===== src/rtl/alu_pkg.sv =====
// alu_pkg: opcodes, function classes and the classifier shared by the ALU
// command issuer and its flag checker.
//   ALU_*      : 4-bit function codes understood by ALU_sync
//   fun_class_e: class of a function code (ILLEGAL for ALU_NOP)
//   fun_class(): maps a function code onto its class
package alu_pkg;

  localparam logic [3:0] ALU_ADD  = 4'b0000;
  localparam logic [3:0] ALU_SUB  = 4'b0001;
  localparam logic [3:0] ALU_MUL  = 4'b0010;
  localparam logic [3:0] ALU_DIV  = 4'b0011;
  localparam logic [3:0] ALU_AND  = 4'b0100;
  localparam logic [3:0] ALU_OR   = 4'b0101;
  localparam logic [3:0] ALU_NAND = 4'b0110;
  localparam logic [3:0] ALU_NOR  = 4'b0111;
  localparam logic [3:0] ALU_XOR  = 4'b1000;
  localparam logic [3:0] ALU_XNOR = 4'b1001;
  localparam logic [3:0] ALU_EQ   = 4'b1010;
  localparam logic [3:0] ALU_GT   = 4'b1011;
  localparam logic [3:0] ALU_LT   = 4'b1100;
  localparam logic [3:0] ALU_SHR  = 4'b1101;
  localparam logic [3:0] ALU_SHL  = 4'b1110;
  localparam logic [3:0] ALU_NOP  = 4'b1111;

  typedef enum logic [2:0] {ARITH, LOGIC, CMP, SHIFT, ILLEGAL} fun_class_e;

  // Classes occupy contiguous code ranges, so upper-bound compares suffice.
  function automatic fun_class_e fun_class(input logic [3:0] fun);
    if (fun <= ALU_DIV)       return ARITH;
    else if (fun <= ALU_XNOR) return LOGIC;
    else if (fun <= ALU_LT)   return CMP;
    else if (fun <= ALU_SHL)  return SHIFT;
    else                      return ILLEGAL;
  endfunction

endpackage


===== src/rtl/alu_flag_check.sv =====
// alu_flag_check: combinational consistency check of the ALU class flags.
//   fun                      : function code that produced the result
//   flag_arith/logic/cmp/shift: class flags reported by the ALU
//   mismatch                 : 1 when the flags are not exactly the one-hot
//                              pattern of fun's class (never for ILLEGAL)
module alu_flag_check
  import alu_pkg::*;
(
  input  logic [3:0] fun,
  input  logic       flag_arith,
  input  logic       flag_logic,
  input  logic       flag_cmp,
  input  logic       flag_shift,
  output logic       mismatch
);

  fun_class_e cls;
  logic [3:0] expected;
  logic [3:0] flags;

  assign cls   = fun_class(fun);
  assign flags = {flag_arith, flag_logic, flag_cmp, flag_shift};

  always_comb begin
    // NOTE: default first so every path assigns expected and no latch is inferred.
    expected = 4'b0000;
    case (cls)
      ARITH:   expected = 4'b1000;
      LOGIC:   expected = 4'b0100;
      CMP:     expected = 4'b0010;
      SHIFT:   expected = 4'b0001;
      default: expected = 4'b0000;
    endcase
  end

  assign mismatch = (cls != ILLEGAL) && (flags != expected);

endmodule


===== src/rtl/alu_cmd_issuer.sv =====
// alu_cmd_issuer: request/response front end for the synchronous ALU.
//   clk, rst            : clock, asynchronous active-high reset
//   req_valid/ready     : request handshake; req_a, req_b, req_fun payload
//   alu_a/alu_b/alu_fun : registered drive of the ALU inputs
//   alu_out, alu_*flags : ALU result and flags, captured LAT+1 edges after issue
//   rsp_valid/ready     : response handshake; rsp_data/flags/err payload
//   op_count            : completed responses (wraps)
//   err_count           : error responses (saturates at 255)
module alu_cmd_issuer
  import alu_pkg::*;
#(
  parameter int WIDTH = 16,
  parameter int LAT   = 1
) (
  input  logic             clk,
  input  logic             rst,
  input  logic             req_valid,
  output logic             req_ready,
  input  logic [WIDTH-1:0] req_a,
  input  logic [WIDTH-1:0] req_b,
  input  logic [3:0]       req_fun,
  output logic [WIDTH-1:0] alu_a,
  output logic [WIDTH-1:0] alu_b,
  output logic [3:0]       alu_fun,
  input  logic [WIDTH-1:0] alu_out,
  input  logic             alu_carry,
  input  logic             alu_arith,
  input  logic             alu_logic,
  input  logic             alu_cmp,
  input  logic             alu_shift,
  output logic             rsp_valid,
  input  logic             rsp_ready,
  output logic [WIDTH-1:0] rsp_data,
  output logic [4:0]       rsp_flags,
  output logic             rsp_err,
  output logic [15:0]      op_count,
  output logic [7:0]       err_count
);

  localparam logic [1:0] ST_IDLE = 2'd0;
  localparam logic [1:0] ST_WAIT = 2'd1;
  localparam logic [1:0] ST_RESP = 2'd2;

  localparam logic [2:0] LAT_CNT = 3'(LAT);

  logic [1:0] state_q;
  logic [2:0] cnt_q;
  logic       rej_q;     // current operation was rejected, ALU result ignored
  logic       is_reject;
  logic       flag_mismatch;

  assign req_ready = (state_q == ST_IDLE);
  assign rsp_valid = (state_q == ST_RESP);

  assign is_reject = (req_fun == ALU_NOP) ||
                     ((req_fun == ALU_DIV) && (req_b == '0));

  alu_flag_check u_flag_check (
    .fun        (alu_fun),
    .flag_arith (alu_arith),
    .flag_logic (alu_logic),
    .flag_cmp   (alu_cmp),
    .flag_shift (alu_shift),
    .mismatch   (flag_mismatch)
  );

  // A rejected op spends one WAIT cycle with a zero count so its response
  // appears one cycle after acceptance, without touching the ALU pins.
  // The counter is tested before decrementing, which places the capture
  // LAT+1 edges after acceptance, one edge after ALU_OUT settles.
  always_ff @(posedge clk or posedge rst) begin
    if (rst) begin
      state_q   <= ST_IDLE;
      cnt_q     <= '0;
      rej_q     <= 1'b0;
      alu_a     <= '0;
      alu_b     <= '0;
      alu_fun   <= ALU_NOP;
      rsp_data  <= '0;
      rsp_flags <= '0;
      rsp_err   <= 1'b0;
      op_count  <= '0;
      err_count <= '0;
    end else begin
      // NOTE: non-blocking assignments so every register samples pre-edge values.
      case (state_q)
        ST_IDLE: begin
          if (req_valid) begin
            state_q <= ST_WAIT;
            if (is_reject) begin
              rej_q <= 1'b1;
              cnt_q <= '0;
            end else begin
              rej_q   <= 1'b0;
              cnt_q   <= LAT_CNT;
              alu_a   <= req_a;
              alu_b   <= req_b;
              alu_fun <= req_fun;
            end
          end
        end
        ST_WAIT: begin
          if (cnt_q == '0) begin
            state_q <= ST_RESP;
            if (rej_q) begin
              rsp_data  <= '0;
              rsp_flags <= '0;
              rsp_err   <= 1'b1;
            end else begin
              rsp_data  <= alu_out;
              rsp_flags <= {alu_carry, alu_arith, alu_logic, alu_cmp, alu_shift};
              rsp_err   <= flag_mismatch;
            end
          end else begin
            cnt_q <= cnt_q - 3'd1;
          end
        end
        ST_RESP: begin
          if (rsp_ready) begin
            state_q  <= ST_IDLE;
            op_count <= op_count + 16'd1;
            if (rsp_err && (err_count != 8'hFF))
              err_count <= err_count + 8'd1;
          end
        end
        default: state_q <= ST_IDLE;
      endcase
    end
  end

endmodule


===== config.mk =====
export PLATFORM = sky130hd
export DESIGN_NAME = alu_cmd_issuer
export DESIGN_NICKNAME = d
export VERILOG_FILES = /design/src/rtl/alu_pkg.sv /design/src/rtl/alu_flag_check.sv /design/src/rtl/alu_cmd_issuer.sv
export SDC_FILE = /design/constraint.sdc
export NUM_CORES = 1
export LEC_CHECK = 0
export CORE_MARGIN = 10
export CORE_UTILIZATION = 44
export DETAILED_ROUTE_END_ITERATION = 10
export PLACE_DENSITY = 0.88
export SLEW_MARGIN = 20
export SYNTH_ARGS = -nofsm -noshare
export SYNTH_HDL_FRONTEND = slang
export SYNTH_SLANG_ARGS = --single-unit

===== constraint.sdc =====
create_clock -name clk -period 4.2 [get_ports clk]
set_input_delay 1.05 -clock clk [delete_from_list [all_inputs] [get_ports clk]]
set_output_delay 1.05 -clock clk [all_outputs]
set_load 0.005 [all_outputs]

==> impl_metrics.ini <==
[timing]
finalCriticalPeriod_ns = 2.949
fin_crit_sh_pct = 70.21
hold_viol_final = 0
setup_tns_ns = 0
fin_ws_ns = 1.251
whs_ns = 0.4883
fmax_ghz = 0.3391
fin_skew_ns = 0.01042
setup_violations = 0
relSlewSlack_pct = 56.52
worstMarginPinSlew_ns = 0.6514
rsz0062_at_grt = false
drv_slew = 0

[global_route]
grt_overflow_total = 0
grt_use_met1_pct = 17.28
use_met2_pct = 24.15
busiest_layer = met2
grt_pass1_vias = 3250
grt_pass1_wl_um = 16350
track_usage_pct = 15.43
grt_util_met3_pct = 8.648
antenna_found_initial = 0
grt_start_max_net_pins = 46

[clocking]
clk_pin_slew_ns = 0.09
htree_num_levels = 3
cts-root-buf = clkbuf_8
cts_tree = done
clk_latency_ns = 0.35
post-cts-setup-buffer-count = 0
cts_resized = 0
cts_buffers = 9
cts_max_path_buffers = 2
ctsHoldBuffers = 0
cts_sinks = 88

[floorplanning]
die_area_um2 = 13040
coreArea_um2 = 8678
pin_count = 145
fp.dieW_um = 114.2
die_y_um = 114.2
num_rows = 34
start_util_pct = 45.00

[synth]
synth_common_cells = 84 x dfrtp_1, 31 x nand2_1, 26 x o21ai_0
yosysWarnings = 0
ys_types = 47
synth_area_um2 = 3905
synthTopCellsByArea = dfrtp_1 54%, mux2_4 6.5%, mux2_1 5.2%, nand2b_1 3.7%, o21ai_0 3.3%
synth-seq-cells = 88
synth_top_area_cell = dfrtp_1
async_reset_ff_share_pct = 100.0
postSynthAreaPerCell_um2 = 12.13
ys.flop_type = dfrtp_1
synth_edf_count = 0
synth.most_common_cell = dfrtp_1
syn_nets = 387
netlist.area_leader.share_pct = 53.83
syn_inst = 322
synth_seq_area_share_pct = 56.52

[critical_path]
start_kind = input port
criticalPathCategory = input port to register
arrival_ns = 3.19
cp_max_fo = 34
cp-end-kind = register
rrSetupSlack_ns = 2.26
crit_required_ns = 4.44

[detailed_routing]
route.detailed.drc = 0
first_pass_iters = 4
routed_wl_um = 9877
drtIter0Drc = 54
vias_per_cell = 5.043
drtAntennaViolNets = 0
num_vias = 2925
post_drt_wl_per_cell_um = 17.03

[status]
status = completed

[place]
gp_congestion = 0.7507
dp_hpwl_um = 7817
post-place-ws_ns = 0.8603
port_buffers = 144

[hold_path]
hp-class = register to register

[cells_and_area]
n_antenna_cell = 0
drive_gt1_share_pct = 11.02
syn2layout_area_growth_pct = 43.83
layout.nets = 532
multi_input_area_um2 = 1587
fillers = 664
regArea_um2 = 2207

[pwr]
power_density_nw_per_um2 = 606.7
ir_drop_mv = 0.3922
p_leak_uw = 0.002487

[run]
cap_violations = 0
-- cells by family (layout without fill, tap and decap cells) --
group / Yosys count / count (layout) / synth area share, %
AO/OA/AOI/OAI: 40 / 40 / 6.344
adder cells (fa/ha/maj): 4 / 4 / 1.282
multiplexers: 38 / 38 / 12.56
buffers and inverters: 23 / 173 / 3.076
XOR/XNOR: 23 / 23 / 5.351
AND/OR/NAND/NOR: 106 / 106 / 14.87
flip-flops: 88 / 88 / 56.52
-- flip-flops by register name (all words and copies together), names as in the netlist, 2 cells and up --
name and flops:
alu_a 16, alu_b 16, alu_fun 4, cnt_q 3, err_count 8, op_count 16, rsp_data 16, rsp_flags 5
state_q 2
-- power by group --
part	leakage [µW]	total, µW	internal [µW]	switching [µW]
Sequential	0.00110	1450	1180	271
Clock	0.0000926	533	233	299
Combinational	0.00129	1420	923	502
Total	0.00249	3410	2330	1070
-- per-stage QoR --
step | area (µm²) | util (%) | std cells | total power [µW]
floorplan | 3905 | - | 322 | 2077
global placement | 5435 | 62.63 | 564 | 2857
detailed placement | 5435 | 62.63 | 564 | 2920
CTS | 5617 | 64.72 | 580 | 3468
global route | 5617 | 64.72 | 580 | 3681
finish | 5617 | 64.72 | 580 | 3407
-- final cells by class --
type | instances | share of cell area (%)
Sequential cell | 88 | 39.30
Clock buffer | 10 | 2.450
Inverter | 9 | 0.6237
Clock inverter | 6 | 0.7797
Tap cell | 108 | 2.406
Timing Repair Buffer | 148 | 26.20
Multi-Input combinational cell | 211 | 28.25
-- metal layers --
metal	up-vias	part of all wire, %
li1	1399	-
met1	1395	40
met2	120	46
met3	11	13
met4	0	1.2
met5	-	0
-- worst max-delay path: stages --
cell and delay, ns:
clkdlybuf4s50_1 0.46, nor4_1 0.34, nand3_1 0.18, o211ai_4 0.28, buf_4 0.49, mux2_1 0.38
-- placed cells by master, fill, tap and decap left out, types with 2 or more instances in the layout --
master / count
mux2_1: 18
nor4b_1: 2
clkdlybuf4s50_1: 144
mux2_4: 17
a2111oi_0: 2
clkbuf_8: 10
nand3_1: 11
buf_4: 4
a21oi_1: 2
and2_1: 3
nand2_1: 31
nor2b_1: 3
nand4_1: 7
ha_1: 4
dfstp_2: 4
xor2_1: 11
dfrtp_1: 84
nor2_1: 7
nor4_1: 4
nor3b_1: 2
nand2b_1: 23
clkinv_2: 3
nor3_1: 4
clkinv_4: 2
xnor2_1: 11
o21ai_0: 26
inv_1: 8
mux2_2: 2
-- path summary, 6_finish.rpt --
path / endpoint / cells past startpoint / startpoint
hold reg to reg: rsp_flags[2]$_DFFE_PP0P_ / 2 / rsp_flags[2]$_DFFE_PP0P_
min in group asynchronous: alu_b[6]$_DFFE_PP0P_ / 2 / rst
max in group asynchronous: rsp_data[14]$_DFFE_PP0P_ / 3 / rst
setup / recovery: alu_a[5]$_DFFE_PP0P_ / 6 / req_fun[3]
hold / removal: rsp_flags[2]$_DFFE_PP0P_ / 2 / rsp_flags[2]$_DFFE_PP0P_
setup reg to reg: alu_a[5]$_DFFE_PP0P_ / 5 / state_q[0]$_DFFE_PP0P_
(Power assumes the default switching activity.)
